===== config.mk =====
export PLATFORM = sky130hd
export DESIGN_NAME = bt_cmd_decoder
export DESIGN_NICKNAME = d
export VERILOG_FILES = /design/src/rtl/bt_cmd_decoder.sv
export SDC_FILE = /design/constraint.sdc
export NUM_CORES = 1
export LEC_CHECK = 0
export CORE_MARGIN = 5
export CORE_UTILIZATION = 54
export DETAILED_ROUTE_END_ITERATION = 10
export GPL_ROUTABILITY_DRIVEN = 0
export GPL_TIMING_DRIVEN = 0
export PLACE_DENSITY_LB_ADDON = 0.08
export SYNTH_ARGS = -nofsm -noshare
export SYNTH_HDL_FRONTEND = slang
export SYNTH_SLANG_ARGS = --single-unit

===== constraint.sdc =====
create_clock -name clk -period 1.8 [get_ports clk]
set_clock_uncertainty 0.1 [all_clocks]
set_input_delay 0.27 -clock clk [delete_from_list [all_inputs] [get_ports clk]]
set_output_delay 0.27 -clock clk [all_outputs]
set_load 0.01 [all_outputs]

===== src/rtl/bt_cmd_decoder.sv =====
`default_nettype none
// ============================================================================
// Module   : bt_cmd_decoder
// Brief    : Bluetooth byte-stream command decoder with link watchdog and a
//            busy/done vision-request handshake.
// Revision : 1.0 - initial release
// ============================================================================

module bt_cmd_decoder #(
    parameter int TICK_CYCLES = 1_500_000,
    parameter int WDOG_CYCLES = 25_000_000,
    parameter int REQ_TIMEOUT = 5_000_000,
    parameter int SPEED_W     = 3,
    parameter int SPEED_RST   = 4
) (
    input  logic               clk,
    input  logic               rst,
    input  logic               rx_valid,
    input  logic [7:0]         rx_data,
    input  logic               req_done,
    output logic [2:0]         motor_state,
    output logic [SPEED_W-1:0] speed,
    output logic               auto_mode,
    output logic               req_en,
    output logic               req_busy,
    output logic               wdog_trip,
    output logic [3:0]         led
);

    localparam logic [2:0] c_MS_STOP  = 3'b000;
    localparam logic [2:0] c_MS_FWD   = 3'b001;
    localparam logic [2:0] c_MS_BWD   = 3'b010;
    localparam logic [2:0] c_MS_LEFT  = 3'b011;
    localparam logic [2:0] c_MS_RIGHT = 3'b100;
    localparam logic [2:0] c_MS_AUTO  = 3'b110;

    localparam logic [7:0] c_CH_A = 8'h41;
    localparam logic [7:0] c_CH_B = 8'h42;
    localparam logic [7:0] c_CH_F = 8'h46;
    localparam logic [7:0] c_CH_L = 8'h4C;
    localparam logic [7:0] c_CH_R = 8'h52;
    localparam logic [7:0] c_CH_S = 8'h53;
    localparam logic [7:0] c_CH_V = 8'h56;

    localparam logic [0:0] c_ST_IDLE = 1'b0;
    localparam logic [0:0] c_ST_BUSY = 1'b1;

    localparam int c_TICK_W = $clog2(TICK_CYCLES);
    localparam int c_TO_W   = $clog2(REQ_TIMEOUT);
    localparam int c_WDOG_W = (WDOG_CYCLES > 1) ? $clog2(WDOG_CYCLES) : 1;

    localparam logic [c_TICK_W-1:0] c_TICK_LAST = c_TICK_W'(TICK_CYCLES - 1);
    localparam logic [c_TO_W-1:0]   c_TO_LAST   = c_TO_W'(REQ_TIMEOUT - 1);
    localparam logic [31:0]         c_SPEED_MAX = 32'((1 << SPEED_W) - 1);
    localparam logic [SPEED_W-1:0]  c_SPEED_RST = SPEED_W'(SPEED_RST);

    logic [2:0]          r_motor;
    logic [SPEED_W-1:0]  r_speed;
    logic                r_auto;
    logic                r_req_en;
    logic                r_req_busy;
    logic                r_wdog_trip;
    logic [3:0]          r_led;
    logic [7:0]          r_prev;
    logic [0:0]          r_state;
    logic [c_TO_W-1:0]   r_busy_cnt;
    logic [c_TICK_W-1:0] r_tick_cnt;

    logic [7:0]          w_norm;
    logic                w_is_digit;
    logic [31:0]         w_digit32;
    logic [SPEED_W-1:0]  w_digit_spd;
    logic [2:0]          w_motor_n;
    logic [SPEED_W-1:0]  w_speed_n;
    logic                w_auto_n;
    logic                w_tick;
    logic                w_v_trig;
    logic                w_trigger;
    logic                w_wdog_expire;
    logic [0:0]          w_state_n;
    logic [c_TO_W-1:0]   w_busy_cnt_n;
    logic                w_req_en_n;
    logic                w_busy_n;
    logic [3:0]          w_led_n;

    // Lower-case letters differ from upper case only in bit 5.
    assign w_norm      = (rx_data >= 8'h61 && rx_data <= 8'h7A) ? (rx_data & 8'hDF) : rx_data;
    assign w_is_digit  = (w_norm >= 8'h30) && (w_norm <= 8'h39);
    assign w_digit32   = {28'd0, w_norm[3:0]};
    assign w_digit_spd = (w_digit32 > c_SPEED_MAX) ? {SPEED_W{1'b1}} : w_digit32[SPEED_W-1:0];

    assign w_tick    = r_auto && (r_tick_cnt == c_TICK_LAST);
    assign w_v_trig  = rx_valid && (w_norm == c_CH_V) && (r_prev != c_CH_V);
    assign w_trigger = w_tick || w_v_trig;

    always_comb begin
        w_motor_n = r_motor;
        w_speed_n = r_speed;
        w_auto_n  = r_auto;
        if (rx_valid) begin
            if (w_is_digit) begin
                w_speed_n = w_digit_spd;
            end else if (!r_auto) begin
                case (w_norm)
                    c_CH_F:  w_motor_n = c_MS_FWD;
                    c_CH_B:  w_motor_n = c_MS_BWD;
                    c_CH_L:  w_motor_n = c_MS_LEFT;
                    c_CH_R:  w_motor_n = c_MS_RIGHT;
                    c_CH_S:  w_motor_n = c_MS_STOP;
                    c_CH_A: begin
                        w_auto_n  = 1'b1;
                        w_motor_n = c_MS_AUTO;
                    end
                    c_CH_V:  w_motor_n = r_motor;
                    default: w_motor_n = c_MS_STOP;
                endcase
            end else if (w_norm == c_CH_A || w_norm == c_CH_S) begin
                w_auto_n  = 1'b0;
                w_motor_n = c_MS_STOP;
            end
        end else if (w_wdog_expire) begin
            w_motor_n = c_MS_STOP;
        end
    end

    // Request handshake; triggers arriving while BUSY are simply dropped.
    always_comb begin
        w_state_n    = r_state;
        w_busy_cnt_n = r_busy_cnt;
        w_req_en_n   = 1'b0;
        case (r_state)
            c_ST_IDLE: begin
                if (w_trigger) begin
                    w_state_n    = c_ST_BUSY;
                    w_req_en_n   = 1'b1;
                    w_busy_cnt_n = '0;
                end
            end
            c_ST_BUSY: begin
                if (req_done || (r_busy_cnt == c_TO_LAST)) begin
                    w_state_n    = c_ST_IDLE;
                    w_busy_cnt_n = '0;
                end else begin
                    w_busy_cnt_n = r_busy_cnt + 1'b1;
                end
            end
            default: begin
                w_state_n    = c_ST_IDLE;
                w_busy_cnt_n = '0;
            end
        endcase
    end

    assign w_busy_n = (w_state_n == c_ST_BUSY);

    always_comb begin
        w_led_n = 4'b0000;
        if (w_busy_n) begin
            w_led_n = 4'b0011;
        end else begin
            case (w_motor_n)
                c_MS_FWD:   w_led_n = 4'b1000;
                c_MS_RIGHT: w_led_n = 4'b0001;
                c_MS_BWD:   w_led_n = 4'b0100;
                c_MS_LEFT:  w_led_n = 4'b0010;
                c_MS_AUTO:  w_led_n = 4'b0111;
                default:    w_led_n = 4'b0000;
            endcase
        end
    end

    generate
        if (WDOG_CYCLES > 0) begin : g_wdog
            localparam logic [c_WDOG_W-1:0] c_WDOG_LAST = c_WDOG_W'(WDOG_CYCLES - 1);
            logic [c_WDOG_W-1:0] r_wdog_cnt;

            // A received byte always wins over a coincident expiry.
            assign w_wdog_expire = !rx_valid && !r_auto && (r_motor != c_MS_STOP)
                                   && (r_wdog_cnt == c_WDOG_LAST);

            always_ff @(posedge clk) begin
                if (rst || rx_valid || r_auto || (r_motor == c_MS_STOP) || w_wdog_expire) begin
                    r_wdog_cnt <= '0;
                end else begin
                    r_wdog_cnt <= r_wdog_cnt + 1'b1;
                end
            end
        end else begin : g_no_wdog
            assign w_wdog_expire = 1'b0;
        end
    endgenerate

    always_ff @(posedge clk) begin
        if (rst) begin
            r_motor     <= c_MS_STOP;
            r_speed     <= c_SPEED_RST;
            r_auto      <= 1'b0;
            r_req_en    <= 1'b0;
            r_req_busy  <= 1'b0;
            r_wdog_trip <= 1'b0;
            r_led       <= 4'b0000;
            r_prev      <= 8'h00;
            r_state     <= c_ST_IDLE;
            r_busy_cnt  <= '0;
            r_tick_cnt  <= '0;
        end else begin
            r_motor     <= w_motor_n;
            r_speed     <= w_speed_n;
            r_auto      <= w_auto_n;
            r_req_en    <= w_req_en_n;
            r_req_busy  <= w_busy_n;
            r_wdog_trip <= w_wdog_expire;
            r_led       <= w_led_n;
            r_state     <= w_state_n;
            r_busy_cnt  <= w_busy_cnt_n;
            if (rx_valid) begin
                r_prev <= w_norm;
            end
            // Timer restarts from zero on every auto-mode entry and exit.
            if (!(r_auto && w_auto_n) || (r_tick_cnt == c_TICK_LAST)) begin
                r_tick_cnt <= '0;
            end else begin
                r_tick_cnt <= r_tick_cnt + 1'b1;
            end
        end
    end

    assign motor_state = r_motor;
    assign speed       = r_speed;
    assign auto_mode   = r_auto;
    assign req_en      = r_req_en;
    assign req_busy    = r_req_busy;
    assign wdog_trip   = r_wdog_trip;
    assign led         = r_led;

endmodule

`default_nettype wire


* Yosys cells after proc, flatten, opt, wreduce, memory -nomap -nowiden
Index checks and enable logic that the tools add are counted.
Storage, ports and cells: input port bits 12, bits in registers 91
Cells by class: $add $sub $neg 3, equality and inequality tests 17, multiplexer cells 21, reduce and logical (&&, ||, !) cells 26, bitwise logic cells 1, $lt $le $gt $ge 5
Operator list (count):
- equality test 8 x 7 -> 1 bit, second input constant | 7
- two-way mux 23 bit | 2
- case mux 23 bit (2 select lines) | 1
- adder 25 x 1 -> 25 bit, second input constant | 1
- equality test 25 bit, second input constant | 1
- adder 23 x 1 -> 23 bit, second input constant | 1
- equality test 23 bit, second input constant | 1
- adder 21 x 1 -> 21 bit, second input constant | 1
- equality test 21 bit, second input constant | 1
- case mux 4 bit (5 select lines) | 1
- two-way mux 3 bit | 6
- case mux 3 bit (6 select lines) | 1
- logical AND 1 bit | 9
- >= comparator 8 x 6 -> 1 bit, second input constant | 1
- >= comparator 8 x 7 -> 1 bit, second input constant | 1
- <= comparator 8 x 6 -> 1 bit, second input constant | 1
- <= comparator 8 x 7 -> 1 bit, second input constant | 1
- logical OR 1 bit | 8
- != test 8 x 7 -> 1 bit, second input constant | 1
- two-way mux 1 bit | 7
- equality test 3 x 2 -> 1 bit, second input constant | 2
- equality test 3 bit, second input constant | 2
- two-way mux 6 bit | 1
- OR reduction 2 bit | 3
- 10 further kinds | 12

* Depth between registers and ports, before layout
Gate-level depths: netlist (run 1).
word-level depth 13, gate-level depth with buffers 9

* Worst setup path before layout (run 1)
OpenSTA, ideal clock, no wires.
path type reg2reg, start reg r_busy_cnt[0], end reg r_busy_cnt[16], required time 1.568 ns, cell stages (with the launch flop) 10, arrival 1.733 ns, slack -0.165 ns, period minus slack after synthesis 1.965 ns, cell sequence dfxtp_1 -> ha_1 -> and3_1 -> nand3_1 -> o311ai_2 -> buf_6 -> buf_6 -> a31oi_1 -> o21ai_1 -> a21oi_1
Between the ends: longest elaborated chain between the ends 4, elaborated cells on any way between the ends 5, those cells by class add/sub (1); eq/ne (1); mux (2); reduce/logical (1)
Ends and longest elaborated chain:
- start: declaration | line 66 | logic [c_TO_W-1:0] r_busy_cnt;
- start signal: assignment | line 215 | r_busy_cnt <= w_busy_cnt_n;
- branches (longest 2 deep; another with adder 23 x 1 -> 23 bit)
- two-way mux 23 bit (*) | line 140 | if (req_done || (r_busy_cnt == c_TO_LAST)) begin
- case mux 23 bit (2 select lines) (*) | line 131 | case (r_state)
Mark *: on every way between the ends. A chain may end at the register's enable or synchronous reset.

* Worst setup path in the final report (run 1)
start reg r_busy_cnt[15], end reg r_busy_cnt[4]
Between the ends: longest elaborated chain between the ends 4
Ends and longest elaborated chain (line):
- equality test 23 bit | 140
- logical OR 1 bit | 140
- two-way mux 23 bit | 140
- case mux 23 bit (2 select lines) | 131
No other way between the ends.

==> results.json, run 1 <==
{
  "synth_area_per_cell_um2": 8.518,
  "ant_nets": 0,
  "ys_ff_latch": 91,
  "finalCriticalPeriod_ns": 2.007,
  "multi_input_area_mm2": 0.002878,
  "use_met1": 0.2842,
  "critPathTopFamily": "simple AND/OR/NAND/NOR gates",
  "drt_first_iter_violations": 304,
  "routed_wl_um": 11530,
  "crit_type": "reg -> reg",
  "synth_cells": 515,
  "drc": 0,
  "crit_buf_inv": 2,
  "critPathLaunchType": "register",
  "io_buffers": 23,
  "row_count": 32,
  "busiest_layer": "met2",
  "grt_pass1_wl_um": 18060,
  "num-fill-cells": 536,
  "dieArea_mm2": 0.01003,
  "start_util": 0.5619,
  "critical-path-max-stage-delay_ns": 0.38,
  "chipWidth_um": 100.1,
  "slew_viol_final": 0,
  "cts_buffers": 9,
  "hold_buffers": 0,
  "pin_count": 26,
  "clkPwrFrac": 0.377,
  "clockRootBuffer": "clkbuf_8",
  "grt_pass1_vias": 3901,
  "p_leak_nw": 2.073,
  "clockBufferDepth": 2,
  "max_slew_margin": 0.5376,
  "ys_warn_count": 0,
  "synth_top_cells_by_area": "dfxtp_1, nor2_1, xor2_1, nand2_1, nand3_1",
  "vdd_ir_drop_max_mv": 0.4990,
  "drv_cap": 0,
  "ys_seq_area_frac": 0.4153,
  "register_area_mm2": 0.001898,
  "grt_max_degree": 15,
  "antenna_cells": 0,
  "pwr-share-comb": 0.048,
  "tightest_slew_ns": 0.6936,
  "layout-drive-gt1-share": 0.3344,
  "finalHoldViolations": 0,
  "htree_levels": 3,
  "cts_tree": "yes",
  "dp_hpwl_um": 6797,
  "synthFlopType": "dfxtp_1",
  "cp_cell_sequence": "nor4b_4, nand3_2, o311ai_4, buf_6, buf_8, nor2_1, o21ai_1, a21oi_1",
  "coreArea_mm2": 0.007807,
  "rsz0062_at_grt": "true",
  "setup_ws_ns": -0.2072,
  "power_w": 0.003511,
  "clock_latency_ns": 0.36,
  "grt_use_met2": 0.3512,
  "path_max_fanout": 8,
  "power_density_mw_per_mm2": 587.3,
  "hold_path.class": "in -> reg",
  "drt_first_pass_iters": 5,
  "fin_crit_sh": 1.115,
  "p_seq_frac": 0.575,
  "violations": "negative setup slack",
  "final_area_mm2": 0.005978,
  "met3_usage": 0.05420,
  "post-route-util": 0.7657,
  "ys_types": 64,
  "power_switching_w": 0.0007880,
  "grt_use_total": 0.2184,
  "syn_to_final_growth_pct": 36.28,
  "status": "finished, violations left",
  "via_per_inst": 5.941,
  "max_freq_ghz": 0.4982,
  "grt-ovfl-total": 0,
  "placed_area_mm2": 0.004816,
  "vias": 4194,
  "intPower_w": 0.002723,
  "path_clk_slew_ns": 0.09,
  "fp.dieH_um": 100.1,
  "final_nets": 615,
  "endpoint_kind": "register",
  "p_sw_frac": 0.2244,
  "cp.arrival_ns": 2.13,
  "async_flop_share": 0,
  "wl_per_cell_um": 16.34,
  "synth-edff-count": 0,
  "antenna_found_initial": 0,
  "clock-sinks": 91,
  "yosysTopAreaCell": "dfxtp_1",
  "yosys.area.top_type_share": 0.4153,
  "cp_data_required_time_ns": 1.92,
  "slowest_stage": "dfxtp_2",
  "netlist_area_mm2": 0.004387,
  "setup_viol": 28,
  "syn_nets": 530
}
==> power by group through the flow <==
stage	combinational, W	sequential, W	clock (W)
final	0.000169	0.00202	0.00132
after global routing	0.000181	0.00202	0.00145
after CTS	0.000152	0.00203	0.00136
after detailed placement	0.000138	0.00208	0
after global placement	0.000136	0.00208	0
after floorplan	0.0000835	0.00208	0
==> cell usage in the layout, fill, tap and decap left out, types with 4 or more instances in the layout <==
cell / n
and3_1: 6
buf_2: 5
clkbuf_8: 10
nor3_1: 8
or3_1: 7
a311oi_1: 6
clkbuf_1: 7
mux2i_1: 8
and3_4: 5
xor2_1: 26
nand3_4: 4
dlygate4sd2_1: 5
dfxtp_1: 48
nand2_1: 39
and2_1: 6
inv_1: 8
buf_6: 9
o21ai_0: 5
o21ai_2: 5
nand3b_1: 5
o21ai_1: 10
a31oi_1: 4
nand4_1: 11
buf_4: 44
nor2_1: 87
dfxtp_2: 34
a21oi_1: 19
buf_8: 4
a21oi_2: 8
nor4_4: 4
xnor2_1: 15
dfxtp_4: 9
nand3_1: 24
clkdlybuf4s50_1: 16
nor2_2: 6
nand3_2: 4
==> layout make-up <==
type / instances / share of cell area
Clock inverter: 4 / 0.008790
Inverter: 8 / 0.005023
Multi-Input combinational cell: 395 / 0.4814
Sequential cell: 91 / 0.3175
Clock buffer: 11 / 0.02198
Tap cell: 102 / 0.02135
Buffer: 21 / 0.03432
Timing Repair Buffer: 74 / 0.1097
==> final timing paths <==
| path | from | to | slack [ns] | cells after the start |
|---|---|---|---|---|
| hold / removal | rx_data[4] | r_prev[4]$_SDFFE_PP0P_ | 0.16 | 3 |
| setup reg to reg | r_busy_cnt[15]$_SDFFE_PP0P_ | r_busy_cnt[4]$_SDFFE_PP0P_ | -0.21 | 8 |
| hold reg to reg | r_busy_cnt[18]$_SDFFE_PP0P_ | r_busy_cnt[18]$_SDFFE_PP0P_ | 0.40 | 1 |
| setup / recovery | r_busy_cnt[15]$_SDFFE_PP0P_ | r_busy_cnt[4]$_SDFFE_PP0P_ | -0.21 | 8 |
==> stage by stage <==
stage                     setup TNS (ns)  cells  setup WS [ns]  hold slack, ns
after global routing              -7.145    706        -0.3100          0.1715
after detailed placement          -48.80    640        -0.7431          0.3525
after CTS                         -3.961    682        -0.1762          0.1569
after floorplan                  -0.1025    515       -0.01893          0.3168
after global placement            -46.76    640        -0.7372          0.3477
final                             -4.175    706        -0.2072          0.1642
==> worst register-to-register path: cells and delay by family (launching register included) <==
family / cells / cell delay (ns)
AO/OA/AOI/OAI: 3 / 0.53
buffers and inverters: 2 / 0.32
AND/OR/NAND/NOR: 3 / 0.53
flip-flops: 1 / 0.38
==> state kept, by name, indices dropped and copies added, names as in the netlist <==
register	cells
g_wdog.r_wdog_cnt	25
r_busy_cnt	23
r_tick_cnt	21
r_prev	8
led	4
motor_state	3
speed	3
auto_mode	1
r_state	1
req_en	1
wdog_trip	1
==> cell usage after synthesis, types with 5 or more instances <==
cell      instances
nand3_1          30
nor2_1           94
nand2_1          41
xnor2_1          15
mux2i_1           8
xor2_1           26
nand4_1          11
clkbuf_1         11
o21ai_0           9
or3_1            10
o21ai_1          11
a311oi_1          9
and3_1           11
nor3_1           11
nand3b_1          5
a21oi_1          27
inv_1             8
and2_1            7
dfxtp_1          91
==> logic make-up after synthesis <==
family,Yosys count,synth area share
AOI/OAI and AO/OA,83,0.1303
xor gates and xnor gates,41,0.08186
adders and majority gates,3,0.008558
buffers and inverters,29,0.03194
DFF,91,0.4153
muxes,8,0.01826
and+or+nand+nor,260,0.3137
==> layer usage <==
layer	part of all wire	wire [um]
met3	0.049	564
met5	0	0
met2	0.49	5685
met1	0.44	5037
met4	0.021	247
==> repair_timing <==
item / CTS / global route
gates cloned: 3 / 3
resized for setup: 105 / 60
setup endpoints to repair: 73 / 74
pin swaps: 25 / 24
setup buffers: 24 / 22
Note: power is estimated with default switching activity, not from simulation.
==> run 2: changes to the inputs <==
--- a/config.mk
+++ b/config.mk
@@ -5,12 +5,14 @@
 export SDC_FILE = /design/constraint.sdc
 export NUM_CORES = 1
 export LEC_CHECK = 0
+export CAP_MARGIN = 20
 export CORE_MARGIN = 5
 export CORE_UTILIZATION = 54
 export DETAILED_ROUTE_END_ITERATION = 10
 export GPL_ROUTABILITY_DRIVEN = 0
 export GPL_TIMING_DRIVEN = 0
 export PLACE_DENSITY_LB_ADDON = 0.08
+export SKIP_CTS_REPAIR_TIMING = 1
 export SYNTH_ARGS = -nofsm -noshare
 export SYNTH_HDL_FRONTEND = slang
 export SYNTH_SLANG_ARGS = --single-unit
==> run 2 against run 1 <==
Net effect:
- the flow still finishes with violations (negative setup slack)
- global-route usage shrank 2.0 points
- die area is the same
- largest power group unchanged
- wire length grew 6.5%
==> results.json, run 2 (synthesis gave the netlist of run 1 again) <==
{
  "wl_per_cell_um": 17.42,
  "grt_pass1_wl_um": 16440,
  "grt_use_met2": 0.3186,
  "drt_first_pass_iters": 5,
  "critPathLaunchType": "register",
  "hold-worst-slack_ns": 0.1865,
  "p_leak_nw": 2.121,
  "path_clk_slew_ns": 0.09,
  "finalHoldViolations": 0,
  "critical-path-max-stage-delay_ns": 0.43,
  "status": "finished, violations left",
  "hold_path.class": "in -> reg",
  "crit_buf_inv": 2,
  "critPathTopFamily": "compound AO/OA/AOI/OAI gates",
  "layout-drive-gt1-share": 0.3566,
  "endpoint": "r_busy_cnt[4]$_SDFFE_PP0P_",
  "vias": 4279,
  "coreArea_mm2": 0.007807,
  "fin_crit_sh": 1.151,
  "cp_data_required_time_ns": 1.92,
  "path_max_fanout": 7,
  "post-route-util": 0.7862,
  "row_count": 32,
  "crit_type": "reg -> reg",
  "clockRootBuffer": "clkbuf_8",
  "pre_cts_ws_ns": -0.7431,
  "vdd_ir_drop_max_mv": 0.4781,
  "rr_startpoint": "r_busy_cnt[14]$_SDFFE_PP0P_",
  "setup_viol": 53,
  "antenna_cells": 0,
  "start_util": 0.5619,
  "fp.dieH_um": 100.1,
  "met3_usage": 0.04309,
  "pin_count": 26,
  "max_slew_margin": 0.5621,
  "worst_r2r_path_depth": 8,
  "final_common_cell": "nor2_1",
  "worst_r2r_endpoint": "r_busy_cnt[4]$_SDFFE_PP0P_",
  "crit_start": "r_busy_cnt[14]$_SDFFE_PP0P_",
  "grt-ovfl-total": 0,
  "cp.arrival_ns": 2.20,
  "grt_use_total": 0.1981,
  "clockBufferDepth": 2,
  "slowest_stage": "dfxtp_2",
  "violations": "negative setup slack",
  "largest_register_ffs": 25,
  "ant_nets": 0,
  "layout_common_cells": "nor2_1, dfxtp_1, nand2_1, buf_4, dfxtp_2",
  "drv_cap": 0,
  "slew_viol_final": 0,
  "busiest_layer": "met2",
  "min_path_cells": 3,
  "finalCriticalPeriod_ns": 2.072,
  "cts_tree": "yes",
  "htree_levels": 3,
  "dieArea_mm2": 0.01003,
  "grt_max_degree": 15,
  "io_buffers": 23,
  "dp_hpwl_um": 6797,
  "via_per_inst": 6.070,
  "use_met1": 0.2681,
  "placed_area_mm2": 0.004816,
  "multi_input_area_mm2": 0.003018,
  "final_nets": 614,
  "cp_cell_sequence": "nor4b_4, nand4_1, o311ai_4, buf_6, buf_8, nor2_1, o21ai_1, a21oi_1",
  "drc": 0,
  "syn_to_final_growth_pct": 39.93,
  "clock-sinks": 91,
  "antenna_found_initial": 0,
  "tns_ns": -9.819,
  "final_area_mm2": 0.006138,
  "tightest_slew_ns": 0.6568,
  "endpoint_kind": "register",
  "rsz0062_at_grt": "true",
  "routed_wl_um": 12280,
  "drt_first_iter_violations": 263,
  "regToRegSetupSlack_ns": -0.27,
  "chipWidth_um": 100.1,
  "path_depth": 8,
  "register_area_mm2": 0.001892,
  "power_density_mw_per_mm2": 575.8,
  "clock_latency_ns": 0.36,
  "top_register": "g_wdog.r_wdog_cnt",
  "top_regs": "g_wdog.r_wdog_cnt: 25 flops, r_busy_cnt: 23 flops, r_tick_cnt: 21 flops",
  "max_freq_ghz": 0.4825,
  "setup_ws_ns": -0.2725,
  "grt_pass1_vias": 3603,
  "cts_buffers": 9,
  "num-fill-cells": 494
}
-- run 2: changes by cell type in the layout (fill, tap and decap cells not counted), moves of 2 or more --
cell            previous run  this run
o21ai_0                    5         7
dlygate4sd2_1              5         0
buf_4                     44        38
dfxtp_2                   34        29
dlymetal6s2s_1             2         7
o21ai_2                    5         2
buf_6                      9        16
nor2_4                     1         5
nor2_2                     6        14
buf_2                      5         2
nor2_1                    87        75
xor2_2                     0         2
xor2_1                    26        24
dfxtp_1                   48        53
-- run 2: worst min-delay path by stage --
stage / startpoint / endpoint / slack [ns]
6_report: rx_data[4] / r_prev[4]$_SDFFE_PP0P_ / 0.19
2_1_floorplan: rx_data[6] / r_prev[6]$_SDFFE_PP0P_ / 0.32
5_1_grt: rx_data[4] / r_prev[4]$_SDFFE_PP0P_ / 0.19
3_5_place_dp: r_busy_cnt[19]$_SDFFE_PP0P_ / r_busy_cnt[19]$_SDFFE_PP0P_ / 0.35
4_1_cts: rx_data[4] / r_prev[4]$_SDFFE_PP0P_ / 0.16
3_3_place_gp: r_tick_cnt[0]$_SDFF_PP0_ / r_tick_cnt[0]$_SDFF_PP0_ / 0.35
-- run 2: cell type report --
type / count / share of cell area
clock buffers: 11 / 0.02140
inverters: 8 / 0.004892
multi-input cells: 396 / 0.4916
plain buffers: 21 / 0.03057
clock inverters: 4 / 0.008561
repair buffers: 72 / 0.1139
well taps: 102 / 0.02079
flip-flops and latches: 91 / 0.3082
-- run 2: where the power goes --
part | switching [W] | total, W | internal, W | leakage, nW
clock | 0.000709 | 0.00135 | 0.000639 | 0.0934
combinational | 0.0000935 | 0.000168 | 0.0000749 | 1.27
sequential | 0.00000889 | 0.00202 | 0.00201 | 0.757
-- run 2: metrics by stage --
step                      instances  power (W)
after floorplan                 515   0.002161
after global placement          640   0.002213
after CTS                       655   0.003531
final                           705   0.003535
after global routing            705   0.003659
after detailed placement        640   0.002215
-- run 2: worst reg2reg max path: cells and delay by family, from the launching register on --
kind | cells | cell delay (ns)
compound gates | 3 | 0.56
buf+inv | 2 | 0.31
flops | 1 | 0.43
simple gates | 3 | 0.54
-- run 2: layer usage --
layer | routed length (um) | share of wire
met3 | 691 | 0.056
met5 | 0 | 0
met2 | 6045 | 0.49
met4 | 295 | 0.024
met1 | 5247 | 0.43
==> run 3: changes to the inputs <==
--- a/config.mk
+++ b/config.mk
@@ -11,6 +11,7 @@
 export DETAILED_ROUTE_END_ITERATION = 10
 export GPL_ROUTABILITY_DRIVEN = 0
 export GPL_TIMING_DRIVEN = 0
+export HOLD_SLACK_MARGIN = 0.02
 export PLACE_DENSITY_LB_ADDON = 0.08
 export SKIP_CTS_REPAIR_TIMING = 1
 export SYNTH_ARGS = -nofsm -noshare
==> results of run 3 <==
Final layout, timing and power as in run 2 (identical DEF).
